--- src/rtl/seq_det_pkg.sv ---
// Shared types and helpers for the programmable serial sequence detector.
package seq_det_pkg;

  localparam int DEF_MAX_LEN = 8;
  localparam int DEF_CNT_W   = 8;

  typedef enum logic {
    IDLE = 1'b0,
    RUN  = 1'b1
  } state_t;

  // Requested lengths outside 1..max_len fold to the nearest legal value.
  function automatic int clamp_len(input int len, input int max_len);
    int res;
    if (len < 1) begin
      res = 1;
    end else if (len > max_len) begin
      res = max_len;
    end else begin
      res = len;
    end
    return res;
  endfunction

endpackage

--- src/rtl/seq_det_match.sv ---
// Bit history, fill tracking and masked pattern compare; hit is combinational
// and only asserts on a cycle where a bit is shifted in.
module seq_det_match
  import seq_det_pkg::*;
#(
  parameter int MAX_LEN = DEF_MAX_LEN,
  parameter int LEN_W   = $clog2(MAX_LEN + 1)
) (
  input  logic               clk,
  input  logic               reset,
  input  logic               clr,
  input  logic               shift,
  input  logic               din,
  input  logic [MAX_LEN-1:0] pattern,
  input  logic [LEN_W-1:0]   len,
  input  logic               overlap,
  output logic               hit
);

  logic [MAX_LEN-1:0] history_q, history_d;
  logic [MAX_LEN-1:0] hist_next;
  logic [MAX_LEN-1:0] mask;
  logic [LEN_W-1:0]   fill_q, fill_d;
  logic [LEN_W:0]     fill_inc;
  logic               full;

  always_comb begin
    hist_next = {history_q[MAX_LEN-2:0], din};
    fill_inc  = {1'b0, fill_q} + (LEN_W + 1)'(1);
    full      = (fill_inc >= {1'b0, len});
    for (int i = 0; i < MAX_LEN; i++) begin
      mask[i] = (i < int'(len));
    end
    hit = shift && full && (((hist_next ^ pattern) & mask) == '0);

    history_d = history_q;
    fill_d    = fill_q;
    if (clr) begin
      history_d = '0;
      fill_d    = '0;
    end else if (shift) begin
      history_d = hist_next;
      // Non-overlapping mode forgets every bit that formed the match.
      if (hit && !overlap) begin
        fill_d = '0;
      end else if (full) begin
        fill_d = len;
      end else begin
        fill_d = fill_inc[LEN_W-1:0];
      end
    end
  end

  always_ff @(posedge clk) begin
    if (reset) begin
      history_q <= '0;
      fill_q    <= '0;
    end else begin
      history_q <= history_d;
      fill_q    <= fill_d;
    end
  end

endmodule

--- src/rtl/seq_det_ctrl.sv ---
// Sequence-detector controller: config capture, IDLE/RUN control, registered
// match pulse and saturating match counter.
module seq_det_ctrl
  import seq_det_pkg::*;
#(
  parameter int MAX_LEN = DEF_MAX_LEN,
  parameter int CNT_W   = DEF_CNT_W,
  parameter int LEN_W   = $clog2(MAX_LEN + 1)
) (
  input  logic               clk,
  input  logic               reset,
  input  logic               cfg_valid,
  output logic               cfg_ready,
  input  logic [MAX_LEN-1:0] cfg_pattern,
  input  logic [LEN_W-1:0]   cfg_len,
  input  logic               cfg_overlap,
  input  logic               start,
  input  logic               stop,
  input  logic               din,
  input  logic               din_valid,
  output logic               busy,
  output logic               match,
  output logic [CNT_W-1:0]   match_count,
  output logic               count_sat
);

  state_t             state_q, state_d;
  logic [MAX_LEN-1:0] pattern_q, pattern_d;
  logic [LEN_W-1:0]   len_q, len_d;
  logic               overlap_q, overlap_d;
  logic               match_q, match_d;
  logic [CNT_W-1:0]   match_count_q, match_count_d;
  logic               count_sat_q, count_sat_d;
  logic               hit;
  logic               clr;
  logic               shift;

  assign clr   = (state_q == IDLE) && start;
  assign shift = (state_q == RUN) && din_valid && !stop;

  seq_det_match #(
    .MAX_LEN (MAX_LEN),
    .LEN_W   (LEN_W)
  ) u_match (
    .clk     (clk),
    .reset   (reset),
    .clr     (clr),
    .shift   (shift),
    .din     (din),
    .pattern (pattern_q),
    .len     (len_q),
    .overlap (overlap_q),
    .hit     (hit)
  );

  always_comb begin
    state_d       = state_q;
    pattern_d     = pattern_q;
    len_d         = len_q;
    overlap_d     = overlap_q;
    match_d       = hit;
    match_count_d = match_count_q;
    count_sat_d   = count_sat_q;
    case (state_q)
      IDLE: begin
        // Config and start in the same cycle: RUN sees the new config.
        if (cfg_valid) begin
          pattern_d = cfg_pattern;
          len_d     = LEN_W'(clamp_len(int'(cfg_len), MAX_LEN));
          overlap_d = cfg_overlap;
        end
        if (start) begin
          state_d       = RUN;
          match_count_d = '0;
          count_sat_d   = 1'b0;
        end
      end
      RUN: begin
        if (stop) begin
          state_d = IDLE;
        end
        if (hit) begin
          if (&match_count_q) begin
            count_sat_d = 1'b1;
          end else begin
            match_count_d = match_count_q + CNT_W'(1);
          end
        end
      end
      default: state_d = IDLE;
    endcase
  end

  always_ff @(posedge clk) begin
    if (reset) begin
      state_q       <= IDLE;
      pattern_q     <= '0;
      len_q         <= LEN_W'(1);
      overlap_q     <= 1'b0;
      match_q       <= 1'b0;
      match_count_q <= '0;
      count_sat_q   <= 1'b0;
    end else begin
      state_q       <= state_d;
      pattern_q     <= pattern_d;
      len_q         <= len_d;
      overlap_q     <= overlap_d;
      match_q       <= match_d;
      match_count_q <= match_count_d;
      count_sat_q   <= count_sat_d;
    end
  end

  assign cfg_ready   = (state_q == IDLE);
  assign busy        = (state_q == RUN);
  assign match       = match_q;
  assign match_count = match_count_q;
  assign count_sat   = count_sat_q;

endmodule

--- config.mk ---
export PLATFORM = sky130hd
export DESIGN_NAME = seq_det_ctrl
export DESIGN_NICKNAME = d
export VERILOG_FILES = /design/src/rtl/seq_det_pkg.sv /design/src/rtl/seq_det_match.sv /design/src/rtl/seq_det_ctrl.sv
export SDC_FILE = /design/constraint.sdc
export NUM_CORES = 1
export LEC_CHECK = 0
export CORE_ASPECT_RATIO = 1.2
export CORE_MARGIN = 8
export CORE_UTILIZATION = 53
export CTS_BUF_LIST = sky130_fd_sc_hd__clkbuf_8
export DETAILED_ROUTE_END_ITERATION = 12
export PLACE_DENSITY = 0.81
export SKIP_CTS_REPAIR_TIMING = 1
export SLEW_MARGIN = 20
export SYNTH_ARGS = -nofsm -noshare
export SYNTH_HDL_FRONTEND = slang
export SYNTH_SLANG_ARGS = --single-unit
--- constraint.sdc ---
create_clock -name clk -period 3.52 [get_ports clk]
set_clock_uncertainty 0.15 [all_clocks]
set_input_delay 0.528 -clock clk [delete_from_list [all_inputs] [get_ports clk]]
set_output_delay 0.528 -clock clk [all_outputs]
set_load 0.02 [all_outputs]
After elaboration in Yosys (flattened, before gate mapping) --
Cells that the tools add are included.
Cells by class: reduce and logical (&&, ||, !) cells 14, equal/unequal tests 4, magnitude comparators 11, shift-type cells 0, bitwise operators 3, divide/modulo/power cells 0, muxes and demuxes 15, $add $sub $neg 2, multipliers 0
Operator list (count):
- 2-to-1 mux 8 bit | 3
- less-than comparator 3 x 4 -> 1 bit (first input constant) | 4
- 2-to-1 mux 4 bit | 4
- case mux 8 bit (2 select lines) | 1
- adder 8 x 1 -> 8 bit (second input constant) | 1
- bitwise AND 8 bit | 1
- logical NOT 8 bit | 1
- less-than comparator 1 x 4 -> 1 bit (first input constant) | 2
- less-than comparator 2 x 4 -> 1 bit (first input constant) | 2
- AND reduction 8 bit | 1
- bitwise XOR 8 bit | 1
- logical AND 1 bit | 6
- inequality test 2 x 1 -> 1 bit (second input constant) | 3
- AND reduction 3 bit | 2
- adder 4 x 1 -> 5 bit (second input constant) | 1
- greater-or-equal comparator 5 x 4 -> 1 bit | 1
- 2-to-1 mux 1 bit | 5
- > comparator 4 bit (second input constant) | 1
- less-than comparator 4 x 1 -> 1 bit (second input constant) | 1
- case mux 1 bit (2 select lines) | 2
- logical NOT 1 bit | 2
- inequality test 2 bit (second input constant) | 1
- AND reduction 2 bit | 1
- OR reduction 2 bit | 1
- NOT 1 bit | 1
Word-level totals: memory bits (writable) 0, register bits 35, latch bits 0, logic and storage cells 58, memory bits (read-only) 0, memories kept 0, bits of input ports 20

Depth between registers and ports, before layout --
Gate-level depths: netlist of the first run.
word-level depth 6, depth in mapped cells 9, mapped depth without buffers 8

Modules after synthesis --
A second synthesis of the first run with hierarchy kept.
Unflattened totals: cell total of the unflattened synthesis 209, area total of the unflattened synthesis 1783.0 um^2
Modules (own cells, without submodules):
- seq_det_ctrl | times used 1, area an instance 1029.7 um^2, cells each 124
- seq_det_match | times used 1, area an instance 753.2 um^2, cells each 85

Worst setup path after synthesis of the first run --
No wires, ideal clock.
path type register to register, start register u_match.fill_q[0], end register match_count_q[7] (netlist: match_count[7]), arrival time 2217 ps, buffers on the path 0, cell stages (with the launch flop) 9, required time 3300 ps, setup slack 1082 ps, cell sequence dfxtp_1 > ha_1 > xor2_1 > ha_1 > o21ai_0 > o21ai_1 > nand4b_2 > or4_1 > a21oi_1
On the way: longest elaborated chain between the ends 6
RTL lines:
- start: declaration | RTL line seq_det_match.sv:23 | logic [LEN_W-1:0] fill_q, fill_d;
- start signal: assignment | RTL line seq_det_match.sv:60 | fill_q <= fill_d;
- adder 4 x 1 -> 5 bit | RTL line seq_det_match.sv:29 | fill_inc = {1'b0, fill_q} + (LEN_W + 1)'(1);
- greater-or-equal comparator 5 x 4 -> 1 bit | RTL line seq_det_match.sv:30 | full = (fill_inc >= {1'b0, len});
- logical AND 1 bit (2 in series) | RTL line seq_det_match.sv:34 | hit = shift && full && (((hist_next ^ pattern) & mask) == '0);
- inequality test 2 x 1 -> 1 bit (no source line)
- AND reduction 3 bit (no source line)
- end signal: assignment | RTL line seq_det_ctrl.sv:109 | match_count_q <= match_count_d;
- end: declaration | RTL line seq_det_ctrl.sv:32 | logic [CNT_W-1:0] match_count_q, match_count_d;
Every way passes these cells. A chain may end at the register's enable or synchronous reset.

Worst setup path after layout of the first run --
Same ends and word-level chain as after synthesis.

==> results of run 1 <==
-- sequential cells by signal, summed over array words and instances (netlist names) --
register	count
busy	1
len_q	4
pattern_q	8
overlap_q	1
match	1
match_count	8
u_match.history_q	7
u_match.fill_q	4
count_sat	1
-- area by class of cell --
class / count / share of cell area
Clock buffer: 6 / 0.0389
Clock inverter: 1 / 0.00236
Inverter: 6 / 0.0106
Multi-Input combinational cell: 161 / 0.440
Sequential cell: 35 / 0.330
Tap cell: 36 / 0.0212
Timing Repair Buffer: 34 / 0.157
-- stage by stage --
stage	power (mW)	instance area (sq um)
after detailed placement	0.525	2040
final	0.810	2120
after global placement	0.523	2040
after CTS	0.816	2120
after global routing	0.839	2120
after floorplan	0.481	1690
-- cells in the mapped netlist --
library cell  instances
a211oi_1              1
and3_1                1
clkbuf_1              8
a21oi_1              34
nand4b_2              1
nor3_2                1
inv_1                 6
a31oi_1               2
nor3_1                1
nand3_1               8
mux2_2                3
ha_1                  6
buf_1                 1
xnor2_1               9
o22ai_1               1
nand2_1              46
o31ai_1               4
nand2b_1              4
or4_1                 2
o21ai_1               3
nand4_1               2
a21oi_2               1
o21ai_0               8
nor2_1                4
xor2_1                1
or3_1                 6
nand3b_1              3
o211ai_1              3
nor2b_1               1
a211oi_2              1
and3b_1               1
nor4_1                1
a221oi_1              1
or2_2                 1
dfxtp_1              35
-- how the worst max path moves through the flow --
| stage | from | to | slack, ns | depth (start not counted) |
|---|---|---|---|---|
| final | u_match.fill_q[0]$_SDFFE_PP0P_ | match_count[7]$_SDFFE_PP0P_ | 0.86 | 9 |
| after global routing | u_match.fill_q[0]$_SDFFE_PP0P_ | match_count[7]$_SDFFE_PP0P_ | 0.55 | 9 |
| after CTS | u_match.fill_q[0]$_SDFFE_PP0P_ | match_count[7]$_SDFFE_PP0P_ | 0.86 | 9 |
| after detailed placement | stop | match_count[7]$_SDFFE_PP0P_ | 0.76 | 7 |
| after global placement | stop | match_count[7]$_SDFFE_PP0P_ | 0.81 | 7 |
| after floorplan | u_match.fill_q[0]$_SDFFE_PP0P_ | match_count[7]$_SDFFE_PP0P_ | 1.08 | 8 |
-- layer usage --
metal / vias to the layer above / part of all wire / wire length (microns)
met5: - / 0 / 0
met4: 0 / 0.015 / 61
met3: 6 / 0.039 / 156
met2: 28 / 0.50 / 1990
met1: 712 / 0.45 / 1800
li1: 808 / - / -
-- where the power goes --
part / internal, mW / total, mW / switching [mW]
registers: 0.406 / 0.419 / 0.0123
clock network: 0.153 / 0.293 / 0.140
logic: 0.0482 / 0.0984 / 0.0502
-- critical path, delay by kind of cell (launching register included) --
kind	cells	cell delay [ns]
simple gates	2	0.85
flops	1	0.41
buf+inv	1	0.18
compound gates	3	0.35
xor+xnor	1	0.22
fa+ha+maj	2	0.43
-- cells by family (layout without fill, tap and decap cells) --
| logic type | Yosys count | in the layout | share of synthesized area |
|---|---|---|---|
| AO/OA/AOI/OAI | 59 | 59 | 0.197 |
| adder cells (fa/ha/maj) | 6 | 6 | 0.0444 |
| multiplexers | 3 | 3 | 0.0200 |
| buffers and inverters | 15 | 47 | 0.0333 |
| XOR/XNOR | 10 | 10 | 0.0518 |
| flip-flops | 35 | 35 | 0.414 |
| AND/OR/NAND/NOR | 83 | 83 | 0.239 |
==> results.md, run 1 <==
- Largest net degree at the start of global routing: 21
- Crit-path cells: ha_1 -> xor2_1 -> ha_1 -> o21ai_0 -> o21ai_1 -> buf_4 -> nand4b_2 -> or4_1 -> a21oi_1
- Filler Cells Inserted: 270
- Post-synth top area share: 0.414
- Core box area: 3060 sq um
- Most frequent cells in the layout: nand2_1 (46), dfxtp_1 (35), a21oi_1 (34), clkdlybuf4s50_1 (31), xnor2_1 (9)
- Number of I/O port buffers: 31
- Worst-path clk slew: 0.07 ns
- CTS Buffer Depth: 2
- Slew headroom: 0.436
- Fin Setup TNS: 0 ns
- Slowest stage delay, CP: 0.55 ns
- Leading cell type in the layout, fill and taps excluded: nand2_1
- Hold_sp: count_sat$_SDFFE_PP0P_
- Busiest layer in global routing: met2
- Unrepaired setup endpoints after global routing: no
- Area Overhead vs Synth: 25.5%
- M2 GR Usage: 0.265
- DR DRC count: 0
- Max Cap Viol: 0
- Non-filler cells, final: 279
- Sequential share of the synthesized area: 0.414
- Post-layout worst setup margin: 0.862 ns
- CP max stage cell: or4_1
- Critical path type: reg2reg
- Status: completed
- Register area: 701 sq um
- Dpl ws: 0.761 ns
- Drt initial violations: 62
- Worst R2R Setup Slack: 0.86 ns
- Hold Crit Depth: 2
- #FFs+latches synth: 35
- Vias in the first global route: 1465
- Worst vdd ir: 0.353 mV
- Grt met3 use: 0.0431
- IO Pins: 32
- Mean post-synth cell area: 8.02 sq um
- Routability cong.: 0.844
- Most frequent CP cell: ha_1
- Data arrival time of the critical path: 2.72 ns
- Yosys Warn Count: 0
- Vias per Instance: 5.57
- Tcrit/Tclk final: 0.755
- Crit-path max FO: 16
- Grt met1 use: 0.188
- Worst hold slack: 0.307 ns
- Initial antenna violation count: 0
- Endpoint, Worst Hold: count_sat$_SDFFE_PP0P_
- Reg2Reg Depth: 9
- Router iterations before antenna repair: 4
- Initial Util: 0.554
- Die width: 67.6 microns
- Root Driver: clkbuf_8
- Synth Instances: 211
- Final slew viol count: 0
- CP Data Required Time: 3.58 ns
- Final setup violation count: 0
- RR Endpoint: match_count[7]$_SDFFE_PP0P_
- Clk sinks: 35
- Tightest Pin Transition: 0.844 ns
- Crit path launch type: register
- Post-DP HPWL: 2.87 mm
- Lkg Pwr: 0.720 nW
- Multi-input gate area: 935 sq um
- Die H: 77.9 microns
- Worst skew pair latency: 0.29 ns
- Final min period: 2.66 ns
- Fraction of layout cells with a size suffix above 1: 0.0741
- Fin. Hold Viols: 0
- PwrDens: 382 nW/um^2
- Drt wl/cell: 14.3 microns
- Synth cell types: 35
- Cts bufs inserted: 5
- Ranking of synthesized cells by area: dfxtp_1 (41%), nand2_1 (10%), a21oi_1 (10%), xnor2_1 (4.7%), ha_1 (4.4%)
- Cell Area, Synth: 1690 sq um
- Worst Setup End Kind: register
- Antenna Nets Post-Route: 0
- Total routing usage reported by global routing: 0.160
- Dpl cells: 272
- Fmax: 376 MHz
- Overflow after GRT: 0
- CTS tree: built
- Routed WL: 4.00 mm
- Final cell utilization of the core: 0.695
- Die area: 5260 sq um
- Reg2reg start: u_match.fill_q[0]$_SDFFE_PP0P_
- First-pass GRT wire length: 6.70 mm
- Via count: 1554
- Max H-tree Level: 2
- Mapped Nets: 237
- Antenna diodes: 0
- Largest area contributor in the netlist: dfxtp_1
- Worst min path class: reg2reg
- Final Net Count: 269
- Cell Rows: 22
Power figures use the tool's default switching activity.
==> run 2, diff against run 1 <==
clock period = 2.8 ns   (was 3.52 ns; I/O delays follow)
==> results.md, run 2 (synthesized netlist as in run 1, its figures left out) <==
- Status: completed (unchanged)
- IO Pins: 32 (unchanged)
- Final Net Count: 271 (was 269)
- Worst Setup End Kind: register (unchanged)
- Leading cell type in the layout, fill and taps excluded: nand2_1 (unchanged)
- CTS Buffer Depth: 2 (unchanged)
- Initial Util: 0.554 (unchanged)
- Vias in the first global route: 1548 (was 1465)
- Area Overhead vs Synth: 27.9% (was 25.5%)
- Critical path type: reg2reg (unchanged)
- Largest net degree at the start of global routing: 20 (was 21)
- Antenna Nets Post-Route: 0 (unchanged)
- Number of I/O port buffers: 31 (unchanged)
- Total routing usage reported by global routing: 0.172 (was 0.160)
- Tightest Pin Transition: 0.693 ns (was 0.844 ns)
- Antenna diodes: 0 (unchanged)
- Filler Cells Inserted: 248 (was 270)
- Via count: 1575 (was 1554)
- Slew headroom: 0.538 (was 0.436)
- Max H-tree Level: 2 (unchanged)
- Worst skew pair latency: 0.29 ns (about the same)
- Overflow after GRT: 0 (unchanged)
- Unrepaired setup endpoints after global routing: no (unchanged)
- Die H: 77.9 microns (unchanged)
- CTS tree: built (unchanged)
- Final cell utilization of the core: 0.708 (was 0.695)
- Worst-path clk slew: 0.08 ns (was 0.07 ns)
- Routed WL: 4.21 mm (was 4.00 mm)
- Post-DP HPWL: 2.95 mm (was 2.87 mm)
- First-pass GRT wire length: 7.15 mm (was 6.70 mm)
- Fin Setup TNS: 0 ns (unchanged)
- Vias per Instance: 5.59 (was 5.57)
- Routability cong.: 0.899 (was 0.844)
- Root Driver: clkbuf_8 (unchanged)
- Lkg Pwr: 0.740 nW (was 0.720 nW)
- Tcrit/Tclk final: 0.907 (was 0.755)
- Most frequent cells in the layout: nand2_1 (46), dfxtp_1 (35), a21oi_1 (34), clkdlybuf4s50_1 (31), xnor2_1 (9) (unchanged)
- Router iterations before antenna repair: 5 (was 4)
- Cell Rows: 22 (unchanged)
- Cts bufs inserted: 5 (unchanged)
- DR DRC count: 0 (unchanged)
- PwrDens: 513 nW/um^2 (was 382 nW/um^2)
- Final slew viol count: 0 (unchanged)
- Crit-path max FO: 9 (was 16)
- Initial antenna violation count: 0 (unchanged)
- Clk sinks: 35 (unchanged)
- Fin. Hold Viols: 0 (unchanged)
- Core box area: 3060 sq um (unchanged)
- Data arrival time of the critical path: 2.61 ns (was 2.72 ns)
- Worst vdd ir: 0.511 mV (was 0.353 mV)
- Max Cap Viol: 0 (unchanged)
- Crit path launch type: register (unchanged)
- CP Data Required Time: 2.87 ns (was 3.58 ns)
- Die area: 5260 sq um (unchanged)
- Fraction of layout cells with a size suffix above 1: 0.0854 (was 0.0741)
- Drt initial violations: 64 (was 62)
- Final min period: 2.54 ns (was 2.66 ns)
- Drt wl/cell: 14.9 microns (was 14.3 microns)
- Die width: 67.6 microns (unchanged)
- Final setup violation count: 0 (unchanged)
- Worst min path class: reg2reg (unchanged)
- Fmax: 394 MHz (was 376 MHz)
run 2: layer usage:
layer / wire length, microns / vias to the layer above / global-route usage
li1: - / 811 / -
met1: 1820 / 733 / 0.197
met2: 2220 / 29 / 0.292
met3: 149 / 2 / 0.0546
met4: 25 / 0 / 0.0524
met5: 0 / - / 0
run 2: power by group:
| group | leakage, nW | total [mW] | internal (mW) | switching (mW) |
|---|---|---|---|---|
| logic | 0.397 | 0.126 | 0.0620 | 0.0638 |
| clock network | 0.0581 | 0.458 | 0.265 | 0.193 |
| registers | 0.284 | 0.526 | 0.511 | 0.0156 |
| total | 0.740 | 1.11 | 0.838 | 0.272 |
run 2: path summary, 6_finish.rpt:
kind	slack, ns	to	startpoint	depth (start not counted)
setup / recovery	0.26	match_count[4]$_SDFFE_PP0P_	u_match.fill_q[0]$_SDFFE_PP0P_	9
hold / removal	0.32	count_sat$_SDFFE_PP0P_	count_sat$_SDFFE_PP0P_	2
setup reg to reg	0.26	match_count[4]$_SDFFE_PP0P_	u_match.fill_q[0]$_SDFFE_PP0P_	9
hold reg to reg	0.32	count_sat$_SDFFE_PP0P_	count_sat$_SDFFE_PP0P_	2
run 2: area by class of cell:
class | count | area, sq um | share of cell area
multi-input combinational | 161 | 935 | 0.432
sequential | 35 | 701 | 0.324
timing repair buffer | 36 | 348 | 0.161
clock buffer | 5 | 68.8 | 0.0318
tap | 36 | 45.0 | 0.0208
clock inverter | 3 | 43.8 | 0.0202
inverter | 6 | 22.5 | 0.0104
run 2: critical path: stages (launching register included):
cell	delay (ns)
dfxtp_1	0.41
ha_1	0.21
xor2_1	0.21
ha_1	0.20
o21ai_0	0.08
o21ai_1	0.24
nand4b_2	0.25
buf_4	0.23
or3_1	0.35
a21oi_1	0.14
run 2: per-stage QoR:
stage,hold WS [ns],cells,cell area [sq um],setup WS [ns],power [mW]
6_report,0.315,282,2160,0.259,1.11
5_1_grt,0.339,282,2160,0.0210,1.15
4_1_cts,0.314,282,2160,0.264,1.11
3_5_place_dp,0.298,274,2050,0.234,0.662
3_3_place_gp,0.296,274,2050,0.299,0.660
2_1_floorplan,0.299,211,1690,0.362,0.605
